### src/rtl/hazard_ctrl.sv
// rtl/hazard_ctrl.sv - register scoreboard with RAW/overflow stall, redirect flush and stall statistics
// Tracks up to three in-flight writes per architectural register and holds decode on hazards.
module hazard_ctrl #(
  parameter int FLUSH_CYCLES = 2,
  parameter int CNT_W        = 16
) (
  input  logic             i_clk,
  input  logic             i_reset,
  input  logic             i_issue_valid,
  input  logic [4:0]       i_issue_rd,
  input  logic             i_issue_wr,
  input  logic [4:0]       i_rs1_addr,
  input  logic [4:0]       i_rs2_addr,
  input  logic             i_rs1_used,
  input  logic             i_rs2_used,
  input  logic             i_wb_valid,
  input  logic [4:0]       i_wb_rd,
  input  logic             i_redirect,
  output logic             o_stall,
  output logic             o_flush,
  output logic [31:0]      o_busy,
  output logic [CNT_W-1:0] o_stall_count
);

  typedef enum logic {
    ST_RUN   = 1'b0,
    ST_FLUSH = 1'b1
  } state_t;

  localparam logic [3:0] FLUSH_LOAD = 4'(FLUSH_CYCLES);

  state_t           r_state;
  state_t           w_state_nxt;
  logic [3:0]       r_flush_cnt;
  logic [3:0]       w_flush_cnt_nxt;
  logic [1:0]       r_cnt [32];
  logic [31:0]      w_busy;
  logic [31:0]      w_inc;
  logic [31:0]      w_dec;
  logic [CNT_W-1:0] r_stall_count;
  logic             w_flush;
  logic             w_raw1;
  logic             w_raw2;
  logic             w_ovf;
  logic             w_stall;
  logic             w_fire;

  always_comb begin
    w_busy = '0;
    for (int n = 1; n < 32; n++) begin
      w_busy[n] = (r_cnt[n] != 2'd0);
    end
  end

  assign w_flush = (r_state == ST_FLUSH);

  // A source with exactly one pending write that retires this cycle is forwarded from writeback.
  assign w_raw1 = i_rs1_used && (i_rs1_addr != 5'd0) && w_busy[i_rs1_addr] &&
                  !(i_wb_valid && (i_wb_rd == i_rs1_addr) && (r_cnt[i_rs1_addr] == 2'd1));
  assign w_raw2 = i_rs2_used && (i_rs2_addr != 5'd0) && w_busy[i_rs2_addr] &&
                  !(i_wb_valid && (i_wb_rd == i_rs2_addr) && (r_cnt[i_rs2_addr] == 2'd1));
  assign w_ovf  = i_issue_wr && (i_issue_rd != 5'd0) && (r_cnt[i_issue_rd] == 2'd3);

  assign w_stall = i_issue_valid && !w_flush && (w_raw1 || w_raw2 || w_ovf);
  assign w_fire  = i_issue_valid && !w_stall && !w_flush;

  always_comb begin
    w_inc = '0;
    w_dec = '0;
    if (w_fire && i_issue_wr && (i_issue_rd != 5'd0)) begin
      w_inc[i_issue_rd] = 1'b1;
    end
    if (i_wb_valid && (i_wb_rd != 5'd0) && (r_cnt[i_wb_rd] != 2'd0)) begin
      w_dec[i_wb_rd] = 1'b1;
    end
  end

  always_ff @(posedge i_clk) begin
    r_cnt[0] <= 2'd0;
    for (int n = 1; n < 32; n++) begin
      if (i_reset) begin
        r_cnt[n] <= 2'd0;
      end else if (w_inc[n] && !w_dec[n]) begin
        r_cnt[n] <= r_cnt[n] + 2'd1;
      end else if (w_dec[n] && !w_inc[n]) begin
        r_cnt[n] <= r_cnt[n] - 2'd1;
      end
    end
  end

  always_ff @(posedge i_clk) begin
    if (i_reset) begin
      r_state     <= ST_RUN;
      r_flush_cnt <= 4'd0;
    end else begin
      r_state     <= w_state_nxt;
      r_flush_cnt <= w_flush_cnt_nxt;
    end
  end

  // A redirect inside the flush window restarts the full window.
  always_comb begin
    w_state_nxt     = r_state;
    w_flush_cnt_nxt = r_flush_cnt;
    case (r_state)
      ST_RUN: begin
        if (i_redirect) begin
          w_state_nxt     = ST_FLUSH;
          w_flush_cnt_nxt = FLUSH_LOAD;
        end
      end
      ST_FLUSH: begin
        if (i_redirect) begin
          w_flush_cnt_nxt = FLUSH_LOAD;
        end else if (r_flush_cnt == 4'd1) begin
          w_state_nxt     = ST_RUN;
          w_flush_cnt_nxt = 4'd0;
        end else begin
          w_flush_cnt_nxt = r_flush_cnt - 4'd1;
        end
      end
      default: begin
        w_state_nxt     = ST_RUN;
        w_flush_cnt_nxt = 4'd0;
      end
    endcase
  end

  always_ff @(posedge i_clk) begin
    if (i_reset) begin
      r_stall_count <= '0;
    end else if (w_stall && (r_stall_count != {CNT_W{1'b1}})) begin
      r_stall_count <= r_stall_count + 1'b1;
    end
  end

  assign o_stall       = w_stall;
  assign o_flush       = w_flush;
  assign o_busy        = w_busy;
  assign o_stall_count = r_stall_count;

endmodule

### config.mk
export PLATFORM = sky130hd
export DESIGN_NAME = hazard_ctrl
export DESIGN_NICKNAME = d
export VERILOG_FILES = /design/src/rtl/hazard_ctrl.sv
export SDC_FILE = /design/constraint.sdc
export NUM_CORES = 1
export LEC_CHECK = 0
export ABC_CLOCK_PERIOD_IN_PS = 6610
export BUFFER_PORTS_ARGS = -buffer_cell sky130_fd_sc_hd__buf_4
export CORE_ASPECT_RATIO = 2
export CORE_MARGIN = 5
export CORE_UTILIZATION = 35
export CTS_BUF_LIST = sky130_fd_sc_hd__clkbuf_8
export DETAILED_ROUTE_END_ITERATION = 6
export SETUP_SLACK_MARGIN = 0.05
export SYNTH_ARGS = -nofsm -noshare
export SYNTH_HDL_FRONTEND = slang
export SYNTH_SLANG_ARGS = --single-unit
export TNS_END_PERCENT = 5
### constraint.sdc
create_clock -name i_clk -period 6.61 [get_ports i_clk]
set_input_delay 0 -clock i_clk [delete_from_list [all_inputs] [get_ports i_clk]]
set_output_delay 0 -clock i_clk [all_outputs]
set_load 0.01 [all_outputs]
==> out/qor.txt, run 1 <==
Largest cells by area after synthesis = edfxtp_1, nand3_1, mux4_2
Die width = 118 um
Max Cap Viol = 0
Post-synth EDFFs = 62
Max Root-Sink Buffers = 2
Final WL = 28.2 mm
Peak VDD IR = 108 uV
Yosys top cell area share = 22.9%
R2r worst-path depth = 9
Core Box Area = 0.0230 mm^2
Drt first-iter violations = 661
Post-Layout Cell Count = 1266
Worst Setup SP = r_cnt[19][1]$_DFFE_PP_
Tightest Pin Transition = 1.02 ns
H-tree Lvls = 3
Share of layout cells above drive strength 1 = 16.8%
Via density = 6.33
Post-route ant nets = 0
Worst skew pair latency = 0.38 ns
CP Launch Type = flip-flop
Max-slew violations = 0
RSZ-0062 raised after global routing = false
Port Buffers = 76
R2R setup slack = 2.40 ns
Top FF cell, synth = edfxtp_1
Synthesized area per cell = 8.40 um^2
Leakage power = 3.34 nW
Worst Hold Class = input port to flip-flop
DRC Markers = 0
Synthesized Nets = 1027
Nets = 1039
Netlist cell types = 68
Post-synth top cells = nand3_1, inv_1, edfxtp_1, clkbuf_1, nor3_1
Ys Warns = 0
Seq cells post-synth = 83
# diodes = 0
Die height = 225 um
Area leader, netlist = edfxtp_1
Via count = 8010
Post-CTS Repair Setup Buffers = 0
Endpoint class of the critical path = flip-flop
Crit path arrival time = 4.34 ns
Worst-path fanout max = 100
CTS Root Buffer Type = clkbuf_8
Placed cells = 1249
Row count = 79
Area grow syn2layout = 11.2%
Status = finished clean
Clock-pin slew on the worst setup and hold paths = 0.09 ns
WS Path Type = flip-flop to flip-flop
Ratio of final minimum period to clock period = 63.6%
Startpoint of the worst hold path = i_issue_valid
Post-synthesis sequential area ratio = 28.1%
WP data required = 6.75 ns
Final min period = 4.21 ns
Post-Syn Area = 0.00812 mm^2
Final hold violations = 0
Worst hold stages = 4
Power Dens Cells = 163 mW/mm^2
Final worst clock skew = 0.0148 ns
Count leader, synth = nand3_1
Per-cell routed wire length = 22.3 um
Initial antenna violation count = 0
Slew headroom = 32.2%
Clock sink count = 83
CTS Buf Count = 9
Final setup TNS = 0 ns
Reg-to-reg startpoint = r_cnt[19][1]$_DFFE_PP_
Gate Count Post-Synth = 966
Starting density of the core = 35.2%
R2r endpoint = r_cnt[4][0]$_DFFE_PP_
Boundary Pins = 78
# setup viols final = 0
# resized after CTS = 0
Vias in the first global route = 7841
Hold EP = o_stall_count[12]$_SDFFE_PP0P_
GPL Wtd Cong = 0.944
Pwr Total = 1.47 mW
Largest net degree at the start of global routing = 101
Grt total ovfl = 0
Post-detail-place hpwl = 20.4 mm
CTS tree = yes
Die area = 0.0265 mm^2
1st-pass router iterations = 5
First-pass GRT wire length = 43.7 mm
Gr usage total = 20.6%
Fmax = 238 MHz
Ys async rst share = 0%
## cells by family after synthesis
kind of cell    share of synthesized area [%]
simple gates                             25.7
fa+ha+maj                                5.09
flops                                    28.1
xor+xnor                                 1.19
buf+inv                                  9.06
compound gates                           19.3
mux                                      11.5
other cells                            0.0462
## worst max path at each step
stage | to | slack, ns | cells after the start
after global placement | r_cnt[31][1]$_DFFE_PP_ | 2.62 | 9
after floorplan | r_cnt[29][0]$_DFFE_PP_ | 3.59 | 10
after detailed placement | r_cnt[31][0]$_DFFE_PP_ | 2.51 | 9
final | r_cnt[4][0]$_DFFE_PP_ | 2.40 | 9
after CTS | r_cnt[31][1]$_DFFE_PP_ | 2.49 | 9
after global routing | r_cnt[4][0]$_DFFE_PP_ | 2.29 | 9
## flip-flops by register name (all words and copies together), names as in the netlist
| register | cells |
|---|---|
| o_stall_count | 16 |
| r_flush_cnt | 4 |
| r_cnt | 62 |
| o_flush | 1 |
## cell type report
| class | count | area [um^2] |
|---|---|---|
| Inverter | 98 | 368 |
| Multi-Input combinational cell | 702 | 5110 |
| Clock inverter | 7 | 141 |
| Fill cell | 2318 | 14000 |
| Timing Repair Buffer | 84 | 646 |
| Sequential cell | 83 | 2280 |
| Clock buffer | 9 | 124 |
| Tap cell | 283 | 354 |
## per-layer routing
layer  vias up  part of all wire [%]  GRT usage [%]
met5         -                     0              0
met1      3819                    39           25.7
li1       3688                     -              -
met2       421                    46           33.0
met3        82                   8.4           3.57
met4         0                   6.3           13.0
## stage by stage
stage	hold slack [ns]	instance area (um^2)	worst slack, ns	util, %
floorplan	0.0774	8120	3.59	-
global placement	0.212	8750	2.62	38.0
detailed placement	0.214	8750	2.51	38.0
CTS	0.134	9030	2.49	39.2
global route	0.180	9030	2.29	39.2
finish	0.126	9030	2.40	39.2
## cells in the final DEF (no fill, tap or decap), types with 12 or more instances in the layout
cell / count
a211o_1: 15
a211oi_1: 35
a21o_1: 20
a21oi_1: 36
a31o_2: 12
and3_1: 12
buf_4: 82
dfxtp_1: 21
edfxtp_1: 62
ha_1: 33
inv_1: 97
mux2i_1: 39
mux4_2: 20
nand2_1: 37
nand2b_1: 23
nand3_1: 97
nand3b_1: 12
nand4_1: 25
nor2_1: 35
nor2b_1: 13
nor3_1: 46
o21ai_0: 17
o22ai_1: 26
or2_2: 14
## worst max-delay path, stage by stage, from the launching register on
cell,delay [ns]
edfxtp_1,0.47
nand2b_1,0.22
mux4_2,0.48
o21ai_1,0.13
a311oi_1,0.07
or4_4,0.55
a311oi_4,0.88
buf_12,0.39
a31oi_1,0.21
or3_1,0.42
## where the power goes
| group | total [mW] | switching (mW) | internal (mW) |
|---|---|---|---|
| Combinational | 0.368 | 0.239 | 0.129 |
| Sequential | 0.600 | 0.0237 | 0.577 |
| Clock | 0.502 | 0.212 | 0.290 |
## what timing repair did
| action | 4_1_cts | 5_1_grt |
|---|---|---|
| hold endpoints to repair | 5 | 0 |
| hold buffers | 1 | 0 |
| endpoints found under the setup margin | 0 | 0 |
No activity file was read; power rests on OpenSTA's default activity.
==> inputs of run 2 (changes only) <==
- ABC_AREA: not set -> 1
- ABC_CLOCK_PERIOD_IN_PS: 6610 -> 4100
- clock period: 6.61 -> 4.1 ns (I/O delays scaled with it)
==> run 2 against run 1 <==
Against the previous run:
- design area rose by 2.9%
- highest routed layer unchanged
- sequential share of layout area is 0.71 points lower
- register-to-register slack got worse by 1.4 ns
- combinational power up 52%
- critical path type unchanged
- via count grew 17%
- area after synthesis rose by 2.5%
- critical path depth is 9 higher
- sequential cell count stayed put
- first-iteration DRC count grew 71%
==> out/qor.txt, run 2 <==
Status = finished clean
WP data required = 4.19 ns
# diodes = 0
Post-Syn Area = 0.00832 mm^2
Row count = 80
Final worst clock skew = 0.0135 ns
CP max-delay cell = edfxtp_1
Largest cells by area after synthesis = edfxtp_1, nand2_1, nand3_1
Worst-path fanout max = 27
Gate Count Post-Synth = 1297
Post-Layout Cell Count = 1636
RSZ-0062 raised after global routing = false
Share of layout cells above drive strength 1 = 11.1%
Post-synth EDFFs = 62
Final hold violations = 0
Post-route ant nets = 0
Die height = 228 um
Netlist cell types = 39
Tightest Pin Transition = 0.853 ns
Crit path arrival time = 3.22 ns
Yosys top cell area share = 22.4%
Drt first-iter violations = 1132
Die width = 119 um
GPL Wtd Cong = 0.989
Port Buffers = 76
DRC Markers = 0
Worst hold stages = 4
First-pass GRT wire length = 49.3 mm
Commonest non-fill, non-tap cells in the layout = nand2_1, nand3_1, inv_1
Post-detail-place hpwl = 23.8 mm
Most Frequent Cell on Critical Path = nand2_1
CTS Buf Count = 9
Ys Warns = 0
Worst skew pair latency = 0.41 ns
Gr usage total = 23.0%
1st-pass router iterations = 6
PnR worst setup slack = 0.975 ns
Placed cells = 1618
Vias in the first global route = 9021
Final setup TNS = 0 ns
Reg-to-reg startpoint = r_cnt[8][0]$_DFFE_PP_
Core Box Area = 0.0236 mm^2
WP buf/inv = 3
Max Cap Viol = 0
Pre-CTS setup slack = 1.02 ns
Area grow syn2layout = 11.6%
Nets = 1405
Initial antenna violation count = 0
Slew headroom = 43.0%
Top FF cell, synth = edfxtp_1
Synthesized area per cell = 6.42 um^2
Via density = 5.74
Startpoint of the worst hold path = i_issue_rd[3]
Post-synth top cells = nand2_1, nand3_1, inv_1, nor2_1, nand4_1
WS Path Type = flip-flop to flip-flop
# setup viols final = 0
Cell family with most CP delay = simple AND/OR/NAND/NOR gates
Area leader, netlist = edfxtp_1
Per-cell routed wire length = 19.6 um
Max-slew violations = 0
H-tree Lvls = 3
Final min period = 3.13 ns
R2R setup slack = 0.97 ns
Worst Hold Class = input port to flip-flop
Endpoint class of the critical path = flip-flop
Ratio of final minimum period to clock period = 76.2%
Leakage power = 4.30 nW
Largest net degree at the start of global routing = 69
Pwr Total = 2.17 mW
Starting density of the core = 35.2%
Clock sink count = 83
CTS Root Buffer Type = clkbuf_8
Largest register FFs = 62
Ys async rst share = 0%
# resized after CTS = 0
Fmax = 320 MHz
Clock-pin slew on the worst setup and hold paths = 0.09 ns
Grt total ovfl = 0
R2r endpoint = r_cnt[4][0]$_DFFE_PP_
Via count = 9392
CP Launch Type = flip-flop
Slowest cell delay on critical path = 0.46 ns
Crit-path cells = inv_1, ha_1, inv_1, nand2_1, nand3_1, nand3_1, nand3_1, nand2_1, nand2_1, nand2_1, nor2_1, nand2_1, nand3_2, nor2_4, buf_4, nand3_2, nor2_1, nand3b_1
Fillcell total = 2586
Boundary Pins = 78
Power Dens Cells = 234 mW/mm^2
Post-synthesis sequential area ratio = 27.4%
Hold EP = r_cnt[20][0]$_DFFE_PP_
Max Root-Sink Buffers = 2
Seq cells post-synth = 83
Top reg by flops = r_cnt
Synthesized Nets = 1358
Commonest non-fill, non-tap cell in the layout = nand2_1
R2r worst-path depth = 18
CTS tree = yes
Peak VDD IR = 185 uV
Count leader, synth = nand2_1
Die area = 0.0272 mm^2
Final WL = 32.1 mm
[run 2: cell types whose count changed in the layout (fill, tap and decap cells not counted), sizes merged, moves of 23 or more]
cell | before | now
a211oi | 35 | 0
a21oi | 36 | 61
inv | 98 | 205
mux2i | 39 | 10
nand2 | 37 | 319
nand2b | 23 | 0
nand3 | 97 | 224
nand4 | 32 | 78
nor2 | 35 | 101
nor3 | 46 | 17
o21ai | 19 | 54
[run 2: worst min-delay path: cells and delay by family]
family                 cells  cell delay, ns
buffers and inverters      1            0.11
AOI/OAI and AO/OA          1            0.06
and+or+nand+nor            2            0.21
[run 2: routing by layer]
metal	global-route usage (%)	vias up	share of wire (%)
met1	29.3	4366	41
met5	0	-	0
met4	11.3	0	5.0
met3	5.03	99	9.3
li1	-	4439	-
met2	36.7	488	45
[run 2: final cells by class]
| type | instances | area (um^2) | share of cell area [%] |
|---|---|---|---|
| multi-input cells | 958 | 5000 | 53.9 |
| flip-flops and latches | 83 | 2280 | 24.6 |
| inverters | 206 | 774 | 8.34 |
| repair buffers | 86 | 663 | 7.14 |
| well taps | 287 | 359 | 3.87 |
| clock buffers | 11 | 151 | 1.63 |
| clock inverters | 5 | 52.6 | 0.566 |
[run 2: through the flow]
step	hold WS, ns	utilization (%)	area [um^2]
after floorplan	0.131	-	8320
after global placement	0.244	38.4	9060
after detailed placement	0.246	38.4	9060
after CTS	0.130	39.3	9290
after global routing	0.163	39.3	9290
final	0.157	39.3	9290
[run 2: kinds of logic (layout without fill, tap and decap cells)]
group	after synthesis	count (layout)	share of synthesized area [%]
AOI/OAI and AO/OA	136	136	8.67
xor gates and xnor gates	18	18	1.89
adders and majority gates	33	33	4.96
buffers and inverters	256	308	12.4
DFF	83	83	27.4
muxes	10	10	1.20
other	1	1	0.0451
and+or+nand+nor	760	760	43.4
[run 2: what timing repair did]
action	in CTS	in global routing
buffers inserted	0	0
hold buffers	2	0
endpoints found under the hold margin	14	0
setup endpoints to repair	0	0
[run 2: worst max-delay path by stage]
stage | start | to | slack [ns] | depth (start not counted)
after global placement | r_cnt[8][0]$_DFFE_PP_ | r_cnt[29][0]$_DFFE_PP_ | 1.11 | 18
after CTS | r_cnt[8][0]$_DFFE_PP_ | r_cnt[29][1]$_DFFE_PP_ | 1.00 | 18
after global routing | r_cnt[8][0]$_DFFE_PP_ | r_cnt[29][1]$_DFFE_PP_ | 0.69 | 18
final | r_cnt[8][0]$_DFFE_PP_ | r_cnt[4][0]$_DFFE_PP_ | 0.97 | 18
after floorplan | r_cnt[17][0]$_DFFE_PP_ | r_cnt[13][0]$_DFFE_PP_ | 1.77 | 16
after detailed placement | r_cnt[8][0]$_DFFE_PP_ | r_cnt[29][0]$_DFFE_PP_ | 1.02 | 18
[run 2: power by group]
| group | total (mW) | leakage [nW] | switching (mW) | internal [mW] |
|---|---|---|---|---|
| Clock | 0.655 | 0.110 | 0.343 | 0.312 |
| Combinational | 0.558 | 3.38 | 0.391 | 0.167 |
| Sequential | 0.959 | 0.812 | 0.0295 | 0.929 |
| Total | 2.17 | 4.30 | 0.764 | 1.41 |
